File: src/rtl/grph_blitter_pkg.sv
// Shared definitions for the graphics-memory fill/copy blitter.
package grph_blitter_pkg;

  localparam int ADDR_W = 17;

  localparam logic OP_FILL = 1'b0;
  localparam logic OP_COPY = 1'b1;

  typedef enum logic [2:0] {
    ST_IDLE,
    ST_FILL,
    ST_RD,
    ST_CAP,
    ST_WR,
    ST_FIN
  } blt_state_e;

endpackage

File: src/rtl/grph_blitter.sv
// Fill/copy engine sharing video-RAM port A with the CPU; the CPU always wins the port.
// COPY support is built only when GRPH_BLITTER_COPY_EN is defined.
module grph_blitter
  import grph_blitter_pkg::*;
(
  input  logic              clock,
  input  logic              reset_n,
  input  logic              cmd_valid,
  output logic              cmd_ready,
  input  logic              cmd_op,
  input  logic [ADDR_W-1:0] cmd_src,
  input  logic [ADDR_W-1:0] cmd_dst,
  input  logic [ADDR_W-1:0] cmd_len,
  input  logic [7:0]        cmd_fill,
  input  logic              cpu_req,
  input  logic [ADDR_W-1:0] cpu_addr,
  input  logic              cpu_wren,
  input  logic [7:0]        cpu_data,
  output logic [ADDR_W-1:0] mem_addr,
  output logic [7:0]        mem_data,
  output logic              mem_wren,
  input  logic [7:0]        mem_q,
  output logic              busy,
  output logic              done
);

  localparam logic [ADDR_W-1:0] ONE = ADDR_W'(1);

  blt_state_e        r_state;
  logic [ADDR_W-1:0] r_dst;
  logic [ADDR_W-1:0] r_len;
  logic [7:0]        r_fill;
`ifdef GRPH_BLITTER_COPY_EN
  logic [ADDR_W-1:0] r_src;
  logic [7:0]        r_hold;
`else
  logic              w_unused;
  assign w_unused = ^{cmd_src, mem_q};
`endif

  logic              w_req;
  logic              w_wren;
  logic              w_grant;
  logic [ADDR_W-1:0] w_addr;
  logic [7:0]        w_data;

  // Blitter request; address/data are zero when nothing is requested.
  always_comb begin
    w_req  = 1'b0;
    w_wren = 1'b0;
    w_addr = '0;
    w_data = '0;
    case (r_state)
      ST_FILL: begin
        w_req  = 1'b1;
        w_wren = 1'b1;
        w_addr = r_dst;
        w_data = r_fill;
      end
`ifdef GRPH_BLITTER_COPY_EN
      ST_RD: begin
        w_req  = 1'b1;
        w_addr = r_src;
      end
      ST_WR: begin
        w_req  = 1'b1;
        w_wren = 1'b1;
        w_addr = r_dst;
        w_data = r_hold;
      end
`endif
      default: ;
    endcase
  end

  assign w_grant  = w_req & ~cpu_req;

  assign mem_addr = cpu_req ? cpu_addr : w_addr;
  assign mem_data = cpu_req ? cpu_data : w_data;
  assign mem_wren = cpu_req ? cpu_wren : w_wren;

  assign cmd_ready = (r_state == ST_IDLE);
  assign busy      = (r_state != ST_IDLE);
  assign done      = (r_state == ST_FIN);

  always_ff @(posedge clock or negedge reset_n) begin
    if (!reset_n) begin
      r_state <= ST_IDLE;
      r_dst   <= '0;
      r_len   <= '0;
      r_fill  <= '0;
`ifdef GRPH_BLITTER_COPY_EN
      r_src   <= '0;
      r_hold  <= '0;
`endif
    end else begin
      case (r_state)
        ST_IDLE: begin
          if (cmd_valid) begin
            r_dst  <= cmd_dst;
            r_len  <= cmd_len;
            r_fill <= cmd_fill;
`ifdef GRPH_BLITTER_COPY_EN
            r_src  <= cmd_src;
`endif
            if (cmd_len == '0) begin
              r_state <= ST_FIN;
            end else begin
              case (cmd_op)
                OP_FILL: r_state <= ST_FILL;
`ifdef GRPH_BLITTER_COPY_EN
                OP_COPY: r_state <= ST_RD;
`else
                OP_COPY: r_state <= ST_FIN;
`endif
                default: r_state <= ST_FIN;
              endcase
            end
          end
        end
        ST_FILL: begin
          if (w_grant) begin
            r_dst <= r_dst + ONE;
            r_len <= r_len - ONE;
            if (r_len == ONE) r_state <= ST_FIN;
          end
        end
`ifdef GRPH_BLITTER_COPY_EN
        ST_RD: begin
          if (w_grant) begin
            r_src   <= r_src + ONE;
            r_state <= ST_CAP;
          end
        end
        // RAM output reflects the read granted last cycle, whoever owns the port now.
        ST_CAP: begin
          r_hold  <= mem_q;
          r_state <= ST_WR;
        end
        ST_WR: begin
          if (w_grant) begin
            r_dst   <= r_dst + ONE;
            r_len   <= r_len - ONE;
            r_state <= (r_len == ONE) ? ST_FIN : ST_RD;
          end
        end
`endif
        ST_FIN:  r_state <= ST_IDLE;
        default: r_state <= ST_IDLE;
      endcase
    end
  end

endmodule

File: config.mk
export PLATFORM = sky130hd
export DESIGN_NAME = grph_blitter
export DESIGN_NICKNAME = d
export VERILOG_FILES = /design/src/rtl/grph_blitter_pkg.sv /design/src/rtl/grph_blitter.sv
export SDC_FILE = /design/constraint.sdc
export NUM_CORES = 1
export LEC_CHECK = 0
export ABC_AREA = 1
export CORE_AREA = 2 2 89 91
export CTS_CLUSTER_DIAMETER = 200
export DETAILED_ROUTE_END_ITERATION = 16
export DIE_AREA = 0 0 91 93
export PLACE_DENSITY = 0.89
export SLEW_MARGIN = 0
export SYNTH_ARGS = -nofsm -noshare
export SYNTH_HDL_FRONTEND = slang
export SYNTH_SLANG_ARGS = --single-unit
File: constraint.sdc
create_clock -name clock -period 1.6 [get_ports clock]
set_input_delay 0.4 -clock clock [delete_from_list [all_inputs] [get_ports clock]]
set_output_delay 0.4 -clock clock [all_outputs]
set_load 0.02 [all_outputs]
* Word level (Yosys, flattened, before mapping)
Cells that the tools add are included.
** Word-level totals
- Flip-flop bits (word level) :: 45
- Input bits :: 98
- Logic and storage cells :: 40
** Cells by class
- Add/sub/neg operators :: 2
- Equal/unequal tests :: 6
- Muxes and demuxes :: 18
- Bitwise operators :: 3
- Reduce and logical (&&, ||, !) cells :: 7
** Operators with widths (number)
- 2-to-1 mux 17 bit :: 6
- case mux 17 bit (2 select lines) :: 2
- adder 17 x 1 -> 17 bit (second input constant) :: 1
- equality test 17 x 1 -> 1 bit (second input constant) :: 1
- logical NOT 17 bit :: 1
- subtractor 17 x 1 -> 17 bit (second input constant) :: 1
- 2-to-1 mux 8 bit :: 2
- 2-to-1 mux 3 bit :: 4
- case mux 3 bit (2 select lines) :: 2
- != test 2 bit (second input constant) :: 3
- AND reduction 3 bit :: 2
- equality test 3 x 1 -> 1 bit (second input constant) :: 1
- equality test 3 bit (second input constant) :: 1
- logical NOT 3 bit :: 1
- nonzero test 3 bit :: 1
- 2-to-1 mux 1 bit :: 2
- inverter 1 bit :: 2
- AND reduction 2 bit :: 1
- nonzero test 2 bit :: 1
- bitwise AND 1 bit :: 1

* Longest topological paths before layout
Gate-level depths: netlist (run 1).
- Depth after elaboration :: 5
- Depth in mapped cells :: 9
- Mapped depth without buffers :: 9

* Least setup slack after synthesis (run 1)
Ideal clock, no wire load.
- Path type :: input to output
- From :: input port cpu_req
- To :: output port mem_addr[10]
- Arrival time :: 1.410 ns
- Slack :: -0.210 ns
- Cell stages on the path :: 5
- Cell sequence :: buf_2 inv_1 nand2_4 clkbuf_1 o21ai_0
** Between the ends
- Word-level cells in the longest chain between the ends :: 1
** RTL lines
- from (decl) :: line grph_blitter.sv:15 : input logic cpu_req,
- 2-to-1 mux 17 bit :: line grph_blitter.sv:78 : assign mem_addr = cpu_req ? cpu_addr : w_addr;
- to (decl) :: line grph_blitter.sv:19 : output logic [ADDR_W-1:0] mem_addr,
No other way between the ends.

* Final worst setup path (run 1)
- From :: register r_state[0]
- To :: output port mem_addr[11]
** Between the ends
- Word-level cells in the longest chain between the ends :: 3
** RTL lines
- from (decl) :: line grph_blitter.sv:29 : blt_state_e r_state;
- from (signal assigned) :: line grph_blitter.sv:88 : r_state <= ST_IDLE;
- from (signal assigned) :: line grph_blitter.sv:107 : r_state <= ST_FIN;
- from (signal assigned) :: line grph_blitter.sv:110 : OP_FILL: r_state <= ST_FILL;
- equality test 3 x 1 -> 1 bit :: line grph_blitter.sv:53 : case (r_state)
- 2-to-1 mux 17 bit :: line grph_blitter.sv:53
- 2-to-1 mux 17 bit :: line grph_blitter.sv:78
No other way between the ends.

==> impl_metrics.toml, run 1 <==
[yosys]
netlist.top_cell.by_area = "dfrtp_1"
synthArstFlopShare = 1.00
syn_nets = 621
synth_seq_cells = 44
synthMuxAreaShare = 0
synthFlopType = "dfrtp_1"
synth_top_family_by_area = "simple AND/OR/NAND/NOR gates"
synth_compound_area_frac = 0.140
synth_area_per_cell_um2 = 6.15
yosys_warnings = 0
synthMostInstantiatedCell = "nand2_1"
synthAdderAreaFrac = 0.0117
synth-simple-area-share = 0.410
synth.top_cell.area_share = 0.345
synth_area_leaders = "dfrtp_1, nand2_1, nor2_1"
synthXorXnorAreaFrac = 0.00274
synth_edf_count = 0
ys_types = 28
ys_seq_area_frac = 0.345
syn_inst = 520
synthTopCellsByCount = "nand2_1, nor2_1, inv_1"
netlist_area_um2 = 3200

[placed_design]
dpl-instance-area_um2 = 4630
dp.cells = 753
hpwl_um = 7880
finalWeightedCongestion = 1.00
portBuffers = 101

[sta]
fin_crit_ns = 1.91
setup_violations = 64
finalWorstSetupSlack_ns = -0.305
clock.fmax_mhz = 525
worstMarginPinSlew_ns = 0.433
worst_slew_margin_rel = 0.711
period_share = 1.19
whs_ns = -0.0000570
rsz0062_at_grt = "true"
final_max_slew_viol_count = 0
skew_ns = 0.0118
hold_violations = 1

[worst_setup_path]
worstPathRequired_ns = 1.20
end_kind = "primary output"
path_max_fanout = 4
crit_arrival_ns = 1.51
worstSetupStartpointType = "flop"
crit_type = "reg -> out"

[floorplan]
die_h_um = 93
die_x_um = 91
io_pins = 127
initial_core_util = 0.425
coreArea_um2 = 7530
rows = 32
dieArea_um2 = 8460

[route]
via_count = 4536
routedWlPerCell_um = 18.2
drcViolationCount = 0
routed_wl_um = 14100
drtAntennaViolNets = 0
first_iter_violations = 595
drtPass1Iterations = 7
viasPerCell = 5.84

[power_and_ir_drop]
power_w = 0.00465
powerDensity_nw_per_um2 = 851
max-vdd-ir-drop_mv = 0.533
leakagePower_nw = 2.62

[final_layout]
num_antenna_cells = 0
stdcell_count = 777
stdcell_area_um2 = 5460
areaGrowthSynthToFinish_pct = 70.8
drive_gt1_frac = 0.265
post-route-util = 0.725
nets = 775

[grt]
grt_pass1_vias = 4092
grt_max_degree = 54
grt_antenna_before_repair = 0
grt_pass1_wl_um = 18000
grt_usage = 0.257
gr-total-overflow = 0

[clock_network]
cts_hold_buffers = 0
worst_skew_pair.late_latency_ns = 0.33
root_buffer = "clkbuf_8"
cts_sinks = 44
clockBufferDepth = 2
cts_tree = "done"
htree_levels = 2
clk_pin_slew_ns = 0.10
numCtsBuffers = 5

[status]
status = "complete, but fails checks"
violations = "hold timing, setup timing"

[run]
max-cap-violations = 0

[hold_path]
min_path_type = "in -> async"
final cells by class:
class | count | area (um2)
clock buffer | 5 | 68.8
clock inverter | 3 | 46.3
fill | 523 | 2070
inverter | 53 | 213
multi-input combinational | 407 | 2150
sequential | 44 | 1100
tap | 102 | 128
timing repair buffer | 163 | 1740
per-layer routing:
layer	routed length [um]	vias up	global-route usage
met4	840	0	0.0997
li1	-	1963	-
met3	1360	102	0.0588
met2	6940	374	0.463
met1	4980	2097	0.295
met5	0	-	0
through the flow:
step                      hold slack [ns]  TNS (ns)  worst slack, ns
after floorplan                     0.104     -1.10          -0.0919
after global placement              0.352    -32.53           -0.770
after detailed placement            0.356    -35.48           -0.872
after CTS                          0.0175     -5.81           -0.235
after global routing               0.0181    -14.48           -0.349
final                          -0.0000570    -11.35           -0.305
path summary, 6_finish.rpt:
kind / depth (start not counted) / from / slack (ns) / to
max: 6 / r_state[0] / -0.31 / mem_addr[11]
min: 1 / reset_n / -0.00006 / r_len[4]
max reg2reg: 12 / r_state[0] / -0.22 / r_len[8]
min reg2reg: 2 / r_fill[3] / 0.51 / r_fill[3]
max in group asynchronous: 2 / reset_n / 1.08 / r_dst[1]
min in group clock: 2 / r_fill[3] / 0.51 / r_fill[3]
power breakdown:
part | internal [W] | switching (W)
clock | 0.000472 | 0.000477
sequential | 0.00132 | 0.000204
combinational | 0.000944 | 0.00123
total | 0.00274 | 0.00191
placed cells by master (no fill, tap or decap), types with 2 or more instances in the layout:
cell / n
a21oi_1: 4
a21oi_2: 2
a22o_1: 9
a22oi_1: 4
a22oi_2: 2
buf_12: 5
buf_4: 35
buf_6: 42
buf_8: 3
clkbuf_16: 5
clkbuf_8: 5
clkdlybuf4s50_1: 70
clkinvlp_4: 2
dfrtp_1: 42
dfrtp_2: 2
ha_1: 2
inv_1: 47
inv_2: 3
nand2_1: 179
nand2_2: 6
nand2_4: 3
nand2_8: 3
nand3_1: 34
nand4_1: 6
nor2_1: 67
nor2_2: 15
nor2_4: 10
nor3_1: 2
o21ai_0: 13
o21ai_1: 10
o21ai_2: 20
o21ai_4: 5
o22ai_1: 2
registers in the layout, indices dropped and copies added, names as in the netlist:
register,cells
r_fill,8
r_dst,17
r_len,17
r_state,2
cells by family (layout without fill, tap and decap cells):
kind of cell	Yosys count	in the layout
fa+ha+maj	3	3
xor+xnor	1	1
simple gates	325	327
buf+inv	71	224
compound gates	76	76
flops	44	44
timing repair:
| item | CTS | global route |
|---|---|---|
| gates cloned | 0 | 7 |
| pin swaps | 3 | 17 |
| endpoints found under the setup margin | 62 | 62 |
| resized for setup | 176 | 150 |
| setup buffers | 2 | 7 |
critical path, cell delays in order, from the launching register on:
cell and delay [ns]:
dfrtp_1 0.44, inv_2 0.07, nor2_4 0.11, buf_12 0.15, nand2_4 0.09, o21ai_2 0.18
buf_6 0.14
(Power assumes the default switching activity.)
==> run 2, diff against run 1 <==
clock period = 2 ns   (was 1.6 ns; I/O delays follow)
==> impl_metrics.toml, run 2 (same netlist as run 1, synthesis figures left out) <==
[route]
routedWlPerCell_um = 13.1
viasPerCell = 5.09
drtAntennaViolNets = 0
routed_wl_um = 9630
via_count = 3738
drtPass1Iterations = 5
first_iter_violations = 242
drcViolationCount = 0

[worst_setup_path]
reg2reg_slack_ns = 0.25
worstSetupStartpointType = "flop"
path_max_fanout = 5
r2r_cells = 7
r2r_end = "r_len[8]"
crit_arrival_ns = 1.42
cp_slowest_cell = "dfrtp_1"
cpPeakStageDelay_ns = 0.43
cp_cell_sequence = "inv_1 -> nand2_2 -> nor2_4 -> buf_4 -> a22o_1 -> buf_2"
crit_type = "reg -> out"
end_kind = "primary output"
worstPathRequired_ns = 1.50
r2r-start = "r_state[2]"

[grt]
globalRouteMet2Util = 0.418
grt_antenna_before_repair = 0
grt_pass1_wl_um = 16400
grt_pass1_vias = 3605
gr-total-overflow = 0
busiest_layer = "met2"
met1_usage = 0.289
grt_usage = 0.230
use_met3 = 0.0387
grt_max_degree = 54

[power_and_ir_drop]
powerDensity_nw_per_um2 = 651
power_frac_seq = 0.425
combPwrFrac = 0.389
max-vdd-ir-drop_mv = 0.413
p_int_w = 0.00176
sw_frac_of_total = 0.390
p_switching_w = 0.00112
leakagePower_nw = 2.22
clock_power_share = 0.187

[final_layout]
nets = 733
areaGrowthSynthToFinish_pct = 38.5
stdcell_area_um2 = 4430
num_antenna_cells = 0
final_common_cell = "nand2_1"
final_cell_mix = "nand2_1, nor2_1, clkdlybuf4s50_1, inv_1"
fillers = 723
reg.largest.list = "r_dst (17), r_len (17), r_fill (8)"
drive_gt1_frac = 0.103

[floorplan]
coreArea_um2 = 7530
die_h_um = 93
dieArea_um2 = 8460
io_pins = 127
initial_core_util = 0.425
rows = 32
die_x_um = 91

[sta]
worstMarginPinSlew_ns = 0.606
fin_crit_ns = 1.92
period_share = 0.958
hold_violations = 0
worst_slew_margin_rel = 0.596
final_max_slew_viol_count = 0
clock.fmax_mhz = 522
finalWorstSetupSlack_ns = 0.0835
skew_ns = 0.00614
setup_violations = 0
rsz0062_at_grt = "true"

[status]
status = "finished clean"

[hold_path]
min_path_type = "in -> async"

[clock_network]
cts_tree = "done"
worst_skew_pair.late_latency_ns = 0.29
cts_sinks = 44
root_buffer = "clkbuf_8"
clk_pin_slew_ns = 0.08
cts_hold_buffers = 0
numCtsBuffers = 5
clockBufferDepth = 2
htree_levels = 2

[placed_design]
hpwl_um = 7430
finalWeightedCongestion = 0.883
pre_cts_slack_ns = -0.656
portBuffers = 101
dpl-instance-area_um2 = 4440

[run]
max-cap-violations = 0
==> run 2: changes by cell type in the layout (fill, tap and decap cells not counted), moves of 6 or more <==
cell	before	now
nor2_2	15	0
o21ai_2	20	0
o21ai_1	10	4
nor2_1	67	90
nand2_1	179	186
buf_4	35	20
o21ai_0	13	44
buf_6	42	3
nor2_4	10	2
buf_2	1	20
==> run 2: how the worst max path moves through the flow <==
stage | from | to | cells after the start
after global placement | cpu_req | mem_data[3] | 4
after CTS | r_state[2] | mem_data[3] | 7
after detailed placement | cpu_req | mem_addr[9] | 5
final | r_state[2] | mem_data[0] | 6
after global routing | r_state[2] | mem_addr[16] | 4
after floorplan | cpu_req | mem_addr[10] | 5
==> run 2: through the flow <==
step / TNS, ns / cells / util / total power [W] / hold WS, ns
after global routing: -0.0265 / 734 / 0.588 / 0.00310 / 0.240
after floorplan: -0.0904 / 520 / - / 0.00188 / 0.204
after detailed placement: -19.63 / 727 / 0.590 / 0.00239 / 0.469
after CTS: -0.0351 / 735 / 0.587 / 0.00289 / 0.219
after global placement: -17.08 / 727 / 0.590 / 0.00234 / 0.472
final: 0 / 734 / 0.588 / 0.00288 / 0.211
==> run 2: area by class of cell <==
cell class	instances	area, um2	share of cell area
clock inverters	1	5.00	0.00113
inverters	53	199	0.0449
flip-flops and latches	44	1100	0.249
well taps	102	128	0.0288
clock buffers	6	72.6	0.0164
repair buffers	123	1110	0.251
multi-input cells	405	1810	0.409
==> run 2: timing repair <==
action	4_1_cts	5_1_grt
resized for setup	125	11
setup buffers	1	0
endpoints found under the setup margin	29	24
pin swaps	1	1
==> run 2: worst max-delay path, delay by kind of cell (launching register included) <==
kind	cells	cell delay (ns)
AND/OR/NAND/NOR	2	0.19
buffers and inverters	3	0.37
flip-flops	1	0.43
AO/OA/AOI/OAI	1	0.12
==> run 2: metal layers <==
layer	vias up	part of all wire
met4	0	0.011
met3	12	0.063
met5	-	0
met2	155	0.51
met1	1699	0.42
li1	1872	-
==> run 2: power by group through the flow <==
stage               registers (W)  logic, W  clock network [W]
floorplan                 0.00119  0.000683                  0
global placement          0.00122   0.00111                  0
detailed placement        0.00124   0.00115                  0
CTS                       0.00122   0.00111           0.000557
global route              0.00125   0.00126           0.000588
finish                    0.00122   0.00112           0.000538
==> run 3, diff against run 2 <==
CAP_MARGIN = 20   (was unset)
==> results of run 3 <==
The final DEF is identical to that of run 2; final timing and power are the same.
